$ cat config.mk
export PLATFORM = sky130hd
export DESIGN_NAME = uart_tx_frame
export DESIGN_NICKNAME = d
export VERILOG_FILES = /design/src/rtl/uart_pkg.sv /design/src/rtl/uart_tx_parity_calc.sv /design/src/rtl/uart_tx_frame.sv
export SDC_FILE = /design/constraint.sdc
export NUM_CORES = 1
export LEC_CHECK = 0
export ABC_CLOCK_PERIOD_IN_PS = 1900
export CAP_MARGIN = 30
export CORE_ASPECT_RATIO = 0.75
export CORE_MARGIN = 3
export CORE_UTILIZATION = 45
export CTS_CLUSTER_DIAMETER = 120
export CTS_CLUSTER_SIZE = 30
export DETAILED_ROUTE_END_ITERATION = 6
export PLACE_DENSITY = 0.7
export SYNTH_ARGS = -nofsm -noshare
export SYNTH_HDL_FRONTEND = slang
export SYNTH_SLANG_ARGS = --single-unit
$ cat constraint.sdc
create_clock -name clk -period 1.9 [get_ports clk]
set_clock_uncertainty 0.05 [all_clocks]
set_input_delay 0.19 -clock clk [delete_from_list [all_inputs] [get_ports clk]]
set_output_delay 0.19 -clock clk [all_outputs]
set_load 0.005 [all_outputs]
$ cat src/rtl/uart_pkg.sv
// Shared UART definitions: transmitter state encoding and line/parity constants.
package uart_pkg;

  typedef enum logic [2:0] {
    TX_IDLE   = 3'd0,
    TX_START  = 3'd1,
    TX_DATA   = 3'd2,
    TX_PARITY = 3'd3,
    TX_STOP   = 3'd4
  } tx_state_e;

  localparam logic PAR_EVEN  = 1'b0;
  localparam logic PAR_ODD   = 1'b1;

  localparam logic START_BIT = 1'b0;
  localparam logic STOP_BIT  = 1'b1;

endpackage

$ cat src/rtl/uart_tx_parity_calc.sv
// Parity bit for a TX payload: even parity makes the total count of ones even,
// odd parity makes it odd.
module uart_tx_parity_calc
  import uart_pkg::*;
#(
  parameter int DATA_WIDTH = 8
) (
  input  logic [DATA_WIDTH-1:0] i_data,
  input  logic                  i_par_typ,
  output logic                  o_parity
);

  logic w_xor;

  assign w_xor    = ^i_data;
  assign o_parity = (i_par_typ == PAR_ODD) ? ~w_xor : w_xor;

endmodule

$ cat src/rtl/uart_tx_frame.sv
// UART transmitter: accepts a byte when idle and sends start, data (LSB first),
// optional parity and stop bits, one bit per clk cycle.
module uart_tx_frame
  import uart_pkg::*;
#(
  parameter int DATA_WIDTH = 8
) (
  input  logic                  clk,
  input  logic                  rst,
  input  logic [DATA_WIDTH-1:0] p_data,
  input  logic                  data_valid,
  input  logic                  par_en,
  input  logic                  par_typ,
  output logic                  tx_out,
  output logic                  busy,
  output tx_state_e             o_dbg_state
);

  // Handshake: a payload is taken on a rising edge where data_valid=1 and
  // busy=0; while busy=1 data_valid is ignored, so the source holds it until
  // busy rises. Nothing is queued.

  localparam int CNT_W = (DATA_WIDTH > 1) ? $clog2(DATA_WIDTH) : 1;
  localparam logic [CNT_W-1:0] LAST_BIT = CNT_W'(DATA_WIDTH - 1);

  tx_state_e             r_state;
  logic [DATA_WIDTH-1:0] r_shift;
  logic [CNT_W-1:0]      r_cnt;
  logic                  r_par_en;
  logic                  r_par_bit;
  logic                  r_tx;
  logic                  r_busy;

  tx_state_e             w_state_nxt;
  logic [DATA_WIDTH-1:0] w_shift_nxt;
  logic [CNT_W-1:0]      w_cnt_nxt;
  logic                  w_par_en_nxt;
  logic                  w_par_bit_nxt;
  logic                  w_tx_nxt;
  logic                  w_busy_nxt;
  logic                  w_parity;

  uart_tx_parity_calc #(
    .DATA_WIDTH(DATA_WIDTH)
  ) u_parity (
    .i_data   (p_data),
    .i_par_typ(par_typ),
    .o_parity (w_parity)
  );

  always_ff @(posedge clk or negedge rst) begin
    if (!rst) begin
      r_state   <= TX_IDLE;
      r_shift   <= '0;
      r_cnt     <= '0;
      r_par_en  <= 1'b0;
      r_par_bit <= 1'b0;
      r_tx      <= STOP_BIT;
      r_busy    <= 1'b0;
    end else begin
      r_state   <= w_state_nxt;
      r_shift   <= w_shift_nxt;
      r_cnt     <= w_cnt_nxt;
      r_par_en  <= w_par_en_nxt;
      r_par_bit <= w_par_bit_nxt;
      r_tx      <= w_tx_nxt;
      r_busy    <= w_busy_nxt;
    end
  end

  always_comb begin
    w_state_nxt   = r_state;
    w_shift_nxt   = r_shift;
    w_cnt_nxt     = r_cnt;
    w_par_en_nxt  = r_par_en;
    w_par_bit_nxt = r_par_bit;
    w_tx_nxt      = STOP_BIT;
    w_busy_nxt    = 1'b0;

    case (r_state)
      TX_IDLE: begin
        if (data_valid) begin
          w_state_nxt   = TX_START;
          w_shift_nxt   = p_data;
          w_cnt_nxt     = '0;
          w_par_en_nxt  = par_en;
          w_par_bit_nxt = w_parity;
        end
      end
      TX_START: begin
        w_state_nxt = TX_DATA;
        w_cnt_nxt   = '0;
      end
      TX_DATA: begin
        w_shift_nxt = r_shift >> 1;
        w_cnt_nxt   = r_cnt + CNT_W'(1);
        if (r_cnt == LAST_BIT) begin
          w_state_nxt = r_par_en ? TX_PARITY : TX_STOP;
          w_cnt_nxt   = '0;
        end
      end
      TX_PARITY: w_state_nxt = TX_STOP;
      TX_STOP:   w_state_nxt = TX_IDLE;
      default:   w_state_nxt = TX_IDLE;
    endcase

    // Line level is decoded from the next state so the pin comes straight off a flop.
    case (w_state_nxt)
      TX_START: begin
        w_tx_nxt   = START_BIT;
        w_busy_nxt = 1'b1;
      end
      TX_DATA: begin
        w_tx_nxt   = w_shift_nxt[0];
        w_busy_nxt = 1'b1;
      end
      TX_PARITY: begin
        w_tx_nxt   = w_par_bit_nxt;
        w_busy_nxt = 1'b1;
      end
      TX_STOP: begin
        w_tx_nxt   = STOP_BIT;
        w_busy_nxt = 1'b1;
      end
      default: begin
        w_tx_nxt   = STOP_BIT;
        w_busy_nxt = 1'b0;
      end
    endcase
  end

  assign tx_out      = r_tx;
  assign busy        = r_busy;
  assign o_dbg_state = r_state;

endmodule

==> results of run 1 <==
==> worst paths after layout <==
path / startpoint / end / slack, ns / cells past startpoint
max reg2reg: r_cnt[0] / tx_out / 0.12 / 6
min in group clk: par_en / r_par_en / 0.45 / 2
min reg2reg: r_shift[3] / r_shift[3] / 0.47 / 2
max: r_cnt[0] / tx_out / 0.12 / 6
min: rst / o_dbg_state[2] / 0.17 / 2
max in group asynchronous: rst / tx_out / 1.37 / 2
==> critical path: cells and delay by family (launching register included) <==
kind	cells	cell delay [ns]
adders and majority gates	2	0.43
AOI/OAI and AO/OA	2	0.43
and+or+nand+nor	2	0.36
DFF	1	0.42
==> stage by stage <==
step	setup WS [ns]	total power, uW
floorplan	0.296	1250
global placement	0.214	1490
CTS	0.125	1730
detailed placement	0.169	1520
global route	0.0832	1850
finish	0.116	1720
==> cell type report <==
type	instances	area, um2
fillers	184	838
multi-input cells	73	484
clock buffers	4	26.3
well taps	24	30.0
repair buffers	22	208
flip-flops and latches	18	452
inverters	3	11.3
==> sequential cells by signal, indices dropped and copies added, names as in the netlist <==
register	count
r_shift	8
o_dbg_state	3
r_cnt	3
busy	1
r_par_bit	1
r_par_en	1
tx_out	1
==> per-layer routing <==
metal	track usage	routed length, um	up-vias	share of wire
li1	-	-	401	-
met1	0.239	1060	413	0.47
met2	0.269	1080	16	0.48
met3	0.0616	100	2	0.044
met4	0.0531	10	0	0.0044
met5	0	0	-	0
==> kinds of logic after synthesis <==
| logic type | share of synthesized area |
|---|---|
| AO/OA/AOI/OAI | 0.206 |
| AND/OR/NAND/NOR | 0.173 |
| flip-flops | 0.458 |
| buffers and inverters | 0.0508 |
| XOR/XNOR | 0.0761 |
| adder cells (fa/ha/maj) | 0.0254 |
| multiplexers | 0.0114 |
==> power by group through the flow <==
stage	registers, uW	clock network (uW)	logic [uW]
6_report	725	200	792
5_1_grt	749	228	875
4_1_cts	722	213	793
3_5_place_dp	729	0	786
3_3_place_gp	720	0	767
2_1_floorplan	661	0	587
==> placed cells by master, fill, tap and decap left out, drive strengths merged, types with 2 or more instances in the layout <==
master and n:
buf 5, a31oi 6, or2 2, clkbuf 4, inv 3, and3 2
a21oi 3, xnor2 4, nor3 3, o21ai 13, xor2 2, a22oi 8
ha 2, dfrtp 17, nand2 8, nor2 4, nor2b 6, clkdlybuf4s50 17
==> impl_metrics.yaml, run 1 <==
synth:
  ys_ff_latch: 18
  async_flop_share: 1.00
  ys_top_cells_by_area: "dfrtp_1 (43%), o21ai_1 (6.6%), a22oi_1 (6.1%), a31oi_1 (3.8%), nor2b_1 (3.8%)"
  yosysMostFrequentCell: "dfrtp_1"
  ys_types: 31
  synth_area_um2: 986
  synthTopCellsByCount: "dfrtp_1 (17), o21ai_1 (13), a22oi_1 (8), nand2_1 (8)"
  synth.avg_cell_area_um2: 9.96
  synth_top_area_cell: "dfrtp_1"
  yosys_warnings: 0
  synthCells: 99
  synth_nets: 114
  ys.flop_type: "dfrtp_1"
  yosysSeqAreaShare: 0.458
  synth_edf_count: 0
  synth_top_area_share: 0.431
clock_network:
  cts.sinks: 18
  clk_pin_slew_ns: 0.10
  cts_root_buf: "clkbuf_4"
  cts_buffers: 3
  hold_buffers: 0
  htreeDepth: 1
  post_cts_resized: 0
  cts_tree: "done"
  clk_path_buf_depth: 2
  clk_latency_ns: 0.29
  post-cts-setup-buffers: 0
drt:
  vias: 832
  routed_via_density: 5.78
  drt_wl_total_um: 2250
  wire_per_inst_um: 15.7
  route.detailed.drc: 0
  first_pass_iters: 4
  drt_iter0_drc: 45
  antenna_left: 0
hold_path:
  hp-class: "input port to asynchronous set/reset pin"
die:
  core-area_mm2: 0.00205
  die_y_um: 46.5
  start_util: 0.481
  die_width_um: 60.1
  io_pins: 18
  die-area_mm2: 0.00279
  row_count: 14
global_route:
  grt_antenna_before_repair: 0
  grt_overflow: 0
  grt_pass1_wl_um: 3580
  grt.total_usage: 0.178
  grt_pass1_vias: 779
  grt_max_degree: 19
layout:
  diodes: 0
  utilization: 0.591
  layout.cells.non_filler: 144
  drive_above_1_share: 0.0917
  syn2layout_area_growth_pct: 22.8
  nets: 136
  final_area_mm2: 0.00121
sta:
  whs_ns: 0.168
  fmax_mhz: 560
  fin_crit_ns: 1.78
  finalSetupTns_ns: 0
  period_share: 0.939
  setup_violations: 0
  rsz0062_at_grt: "false"
  report.final.slew_viol_count: 0
  worst_slew_pin_slew_ns: 0.458
  timing.slew.headroom: 0.694
  finalHoldViolCount: 0
power:
  ir_drop_mv: 0.951
  clock_power_share: 0.116
  power_density_mw_per_mm2: 1420
  swShare: 0.389
  internal-power_uw: 1050
  seqPwrFrac: 0.422
  p_leak_uw: 0.000511
  power.switching_uw: 668
  pwr-share-comb: 0.461
placed_design:
  gp_congestion: 0.776
  dp.cells: 140
  placed_cell_area_mm2: 0.00118
  dp_hpwl_um: 1660
  io_buffers: 17
run:
  max_cap_violations: 0
worst_setup_path:
  slowest_stage: "dfrtp_1"
  crit_chain: "ha_1, ha_1, and3_1, o21a_1, nand4b_1, a32oi_1"
  worstSetupPathType: "flop to flop"
  crit_arrival_ns: 1.94
  cp_max_fo: 4
  crit_required_ns: 2.06
  path_common_cell: "ha_1"
  cp-end-kind: "flop"
  setup.worst_path.start_class: "flop"
  slowest_delay_ns: 0.42
run_status:
  status: "finished, final reports clean"
(Power assumes the default switching activity.)
==> run 2, diff against run 1 <==
- ABC_AREA: default -> 1
- PLACE_DENSITY: 0.7 -> 0.71
==> run 2 against run 1 <==
Effect of this change: register-to-register slack better by 0.09 ns; sequential power is 8.8% lower; cell count is 14% higher; via count is 0.60% higher; final area is 1.1% lower; global-route usage is 1.0 points lower; sequential cell count stayed put; largest power group unchanged; critical path type unchanged.
==> impl_metrics.yaml, run 2 <==
layout:
  drive_above_1_share: 0.134
  fill_cells: 168
  largest-register: "r_shift"
  nets: 158
  largest_reg_flops: 8
  syn2layout_area_growth_pct: 24.9
  utilization: 0.640
  mostFrequentLayoutCells: "nand2_1 (47), dfrtp_1 (17), clkdlybuf4s50_1 (17), inv_1 (12), nand3_1 (6)"
  final_common_cell: "nand2_1"
  diodes: 0
worst_setup_path:
  r2r_end: "tx_out"
  rrSetupSlack_ns: 0.21
  worstSetupPathType: "flop to flop"
  crit_required_ns: 2.07
  crit_arrival_ns: 1.86
  cp-end-kind: "flop"
  r2r_cells: 8
  setup.worst_path.start_class: "flop"
  cp_max_fo: 5
  timing.rr.start: "r_cnt[0]"
clock_network:
  post-cts-setup-buffers: 0
  clk_latency_ns: 0.29
  clk_pin_slew_ns: 0.10
  cts_buffers: 3
  hold_buffers: 0
  clk_path_buf_depth: 2
  cts.sinks: 18
  cts_root_buf: "clkbuf_4"
  htreeDepth: 1
  cts_tree: "done"
  post_cts_resized: 0
sta:
  finalHoldViolCount: 0
  fin_crit_ns: 1.69
  finalSetupTns_ns: 0
  worst_slew_pin_slew_ns: 0.469
  fmax_mhz: 592
  timing.slew.headroom: 0.685
  setup_violations: 0
  report.final.slew_viol_count: 0
  rsz0062_at_grt: "false"
  period_share: 0.889
synth:
  yosysSeqAreaShare: 0.471
  ys_types: 26
  async_flop_share: 1.00
  yosys_warnings: 0
  synth_area_um2: 958
  synth.avg_cell_area_um2: 8.12
  synth_edf_count: 0
  synth_top_area_share: 0.444
  synthTopCellsByCount: "nand2_1 (47), dfrtp_1 (17), inv_1 (12)"
  synth_top_area_cell: "dfrtp_1"
  ys_top_cells_by_area: "dfrtp_1 (44%), nand2_1 (18%), inv_1 (4.7%), nand3_1 (3.1%), o211ai_1 (3.1%)"
  ys.flop_type: "dfrtp_1"
  yosysMostFrequentCell: "nand2_1"
  synth_nets: 133
  synthCells: 118
  ys_ff_latch: 18
run_status:
  status: "finished, final reports clean"
global_route:
  grt_pass1_wl_um: 3270
  grt_max_degree: 19
  grt_overflow: 0
  grt_antenna_before_repair: 0
  grt_pass1_vias: 741
  grt.total_usage: 0.168
power:
  p_leak_uw: 0.000605
  pwr-share-comb: 0.460
  power.switching_uw: 615
  finalPower_uw: 1580
  swShare: 0.389
  clock_power_share: 0.123
  power_density_mw_per_mm2: 1320
  seqPwrFrac: 0.417
  ir_drop_mv: 0.847
  internal-power_uw: 968
die:
  io_pins: 18
  row_count: 13
  core-area_mm2: 0.00187
  die_width_um: 59.3
  start_util: 0.512
  die_y_um: 46.0
  die-area_mm2: 0.00273
drt:
  routed_via_density: 5.10
  antenna_left: 0
  wire_per_inst_um: 12.6
  drt_iter0_drc: 24
  first_pass_iters: 4
  drt_wl_total_um: 2070
  vias: 837
  route.detailed.drc: 0
placed_design:
  dp_hpwl_um: 1690
  gp_congestion: 0.844
  io_buffers: 17
hold_path:
  hp-class: "input port to asynchronous set/reset pin"
run:
  max_cap_violations: 0
[run 2: routing by layer]
| metal | vias to the layer above | part of all wire | GRT usage | wire [um] |
|---|---|---|---|---|
| met5 | - | 0 | 0 | 0 |
| met4 | 0 | 0.0063 | 0.0407 | 13 |
| met3 | 2 | 0.057 | 0.0510 | 118 |
| met2 | 30 | 0.46 | 0.266 | 949 |
| met1 | 376 | 0.48 | 0.225 | 991 |
| li1 | 429 | - | - | - |
[run 2: power groups by stage]
stage | Sequential [uW] | Clock [uW] | Combinational, uW
floorplan | 650 | 0 | 462
global placement | 654 | 0 | 705
detailed placement | 666 | 0 | 727
CTS | 660 | 199 | 729
global route | 680 | 211 | 815
finish | 661 | 195 | 727
[run 2: worst max-delay path, stage by stage, from the launching register on]
cell      delay, ns
dfrtp_1        0.41
ha_1           0.20
ha_1           0.22
o21ai_0        0.27
nand2_1        0.10
nand2_1        0.13
nor2_1         0.08
nand2_1        0.08
o211ai_2       0.07
[run 2: cells by family after synthesis]
| group | after synthesis | synth area share |
|---|---|---|
| adders and majority gates | 2 | 0.0261 |
| buffers and inverters | 16 | 0.0783 |
| xor gates and xnor gates | 2 | 0.0183 |
| DFF | 18 | 0.471 |
| and+or+nand+nor | 64 | 0.275 |
| AOI/OAI and AO/OA | 16 | 0.131 |
[run 2: metrics by stage]
step | instance area [um2] | hold slack [ns] | setup WS [ns] | std cells
finish | 1200 | 0.171 | 0.211 | 164
global route | 1200 | 0.183 | 0.128 | 164
CTS | 1200 | 0.174 | 0.252 | 164
detailed placement | 1170 | 0.432 | 0.288 | 160
global placement | 1170 | 0.425 | 0.346 | 160
floorplan | 958 | -0.156 | 0.442 | 118
[run 2: final cells by class]
| class | count | area, um2 | area share |
|---|---|---|---|
| Multi-Input combinational cell | 84 | 432 | 0.361 |
| Inverter | 14 | 52.6 | 0.0439 |
| Sequential cell | 18 | 452 | 0.377 |
| Clock buffer | 4 | 26.3 | 0.0219 |
| Timing Repair Buffer | 22 | 208 | 0.173 |
| Tap cell | 22 | 27.5 | 0.0230 |
[run 2: worst max-delay path by stage]
stage,start,end,depth (start not counted)
2_1_floorplan,r_cnt[0],tx_out,8
6_report,r_cnt[0],tx_out,8
4_1_cts,r_cnt[0],tx_out,8
5_1_grt,r_cnt[0],tx_out,8
3_5_place_dp,r_cnt[0],tx_out,8
3_3_place_gp,p_data[7],r_par_bit,9
==> run 3, diff against run 2 <==
- CORE_UTILIZATION: 45 -> 40
- PLACE_DENSITY: 0.71 -> default
==> run 3 against run 2 <==
Effect of this change: highest routed layer unchanged; wire length is 5.4% lower; global-route usage shrank 2.2 points; largest cell class unchanged; combinational power down 5.0%; largest power group unchanged.
==> impl_metrics.yaml, run 3 (synthesized netlist as in run 2, its figures left out) <==
run_status:
  status: "finished, final reports clean"
placed_design:
  dp_hpwl_um: 1610
  placed_cell_area_mm2: 0.00118
  post-place-ws_ns: 0.318
  io_buffers: 17
  gp_congestion: 0.772
  dp.cells: 169
clock_network:
  cts_tree: "done"
  cts_root_buf: "clkbuf_4"
  clk_path_buf_depth: 2
  post-cts-setup-buffers: 0
  cts_buffers: 3
  cts.sinks: 18
  htreeDepth: 1
  hold_buffers: 0
  clk_pin_slew_ns: 0.10
  post_cts_resized: 0
  clk_latency_ns: 0.29
global_route:
  grt_max_degree: 12
  grt_antenna_before_repair: 0
  grt_overflow: 0
  grt.total_usage: 0.145
  grt_pass1_vias: 786
  grt_pass1_wl_um: 3570
die:
  die_y_um: 48.4
  die-area_mm2: 0.00303
  io_pins: 18
  core-area_mm2: 0.00214
  die_width_um: 62.5
  start_util: 0.448
  row_count: 14
layout:
  syn2layout_area_growth_pct: 25.5
  fill_cells: 209
  seq_area_um2: 452
  final_common_cell: "nand2_1"
  layout.cells.non_filler: 173
  multi_input_area_um2: 432
  drive_above_1_share: 0.128
  largest-register: "r_shift"
  diodes: 0
  final_area_mm2: 0.00120
  largest_reg_flops: 8
  nets: 157
  mostFrequentLayoutCells: "nand2_1 (47), dfrtp_1 (17), clkdlybuf4s50_1 (17), inv_1 (12), nand3_1 (6)"
power:
  finalPower_uw: 1550
  power_density_mw_per_mm2: 1290
  ir_drop_mv: 0.738
  p_leak_uw: 0.000599
drt:
  routed_via_density: 4.66
  antenna_left: 0
  drt_iter0_drc: 47
  route.detailed.drc: 0
  vias: 806
  drt_wl_total_um: 1960
  first_pass_iters: 4
  wire_per_inst_um: 11.3
worst_setup_path:
  cp_max_fo: 5
  crit_arrival_ns: 1.81
  crit_required_ns: 2.07
  worstSetupPathType: "flop to flop"
  cp-end-kind: "flop"
  setup.worst_path.start_class: "flop"
hold_path:
  hp-class: "input port to asynchronous set/reset pin"
sta:
  fmax_mhz: 610
  finalHoldViolCount: 0
  setup_violations: 0
  period_share: 0.863
  worst_slew_pin_slew_ns: 0.494
  timing.slew.headroom: 0.669
  worst_slack_ns: 0.261
  fin_crit_ns: 1.64
  rsz0062_at_grt: "false"
  report.final.slew_viol_count: 0
  finalSetupTns_ns: 0
run:
  max_cap_violations: 0
## run 3: cell types whose count changed in the layout (fill, tap and decap cells not counted)
| cell | previous run | this run |
|---|---|---|
| buf_4 | 5 | 4 |
## run 3: final cells by class
type                            instances  share of cell area
Inverter                               14              0.0437
Multi-Input combinational cell         84               0.359
Sequential cell                        18               0.376
Tap cell                               32              0.0333
Clock buffer                            4              0.0219
Timing Repair Buffer                   21               0.166
## run 3: routing by layer
metal	GRT usage	vias up	part of all wire
met1	0.223	364	0.54
li1	-	429	-
met5	0	-	0
met2	0.204	11	0.42
met4	0.0220	0	0.0051
met3	0.0440	2	0.038
## run 3: power breakdown
part	leakage, uW	internal [uW]	switching, uW	total (uW)
combinational	0.000357	322	369	691
sequential	0.000227	555	105	660
clock	0.0000150	81.7	115	196
## run 3: worst paths after layout
kind / start / to / slack [ns] / cells past startpoint
hold / removal: rst / r_shift[6] / 0.17 / 1
hold reg to reg: r_cnt[0] / r_cnt[0] / 0.44 / 1
setup reg to reg: r_cnt[0] / tx_out / 0.26 / 8
min in group clk: par_en / r_par_en / 0.38 / 3
setup / recovery: r_cnt[0] / tx_out / 0.26 / 8
max in group asynchronous: rst / r_shift[0] / 1.13 / 2
## run 3: critical path, stage by stage, from the launching register on
cell and delay, ns:
dfrtp_1 0.41, ha_1 0.20, ha_1 0.24, o21ai_0 0.26, nand2_1 0.08, nand2_1 0.11, nor2_1 0.07, nand2_1 0.07
o211ai_2 0.07
## run 3: per-stage QoR
| step | util | hold slack (ns) |
|---|---|---|
| after floorplan | - | -0.156 |
| after global placement | 0.550 | 0.421 |
| after detailed placement | 0.550 | 0.431 |
| after CTS | 0.563 | 0.182 |
| after global routing | 0.563 | 0.194 |
| final | 0.563 | 0.168 |
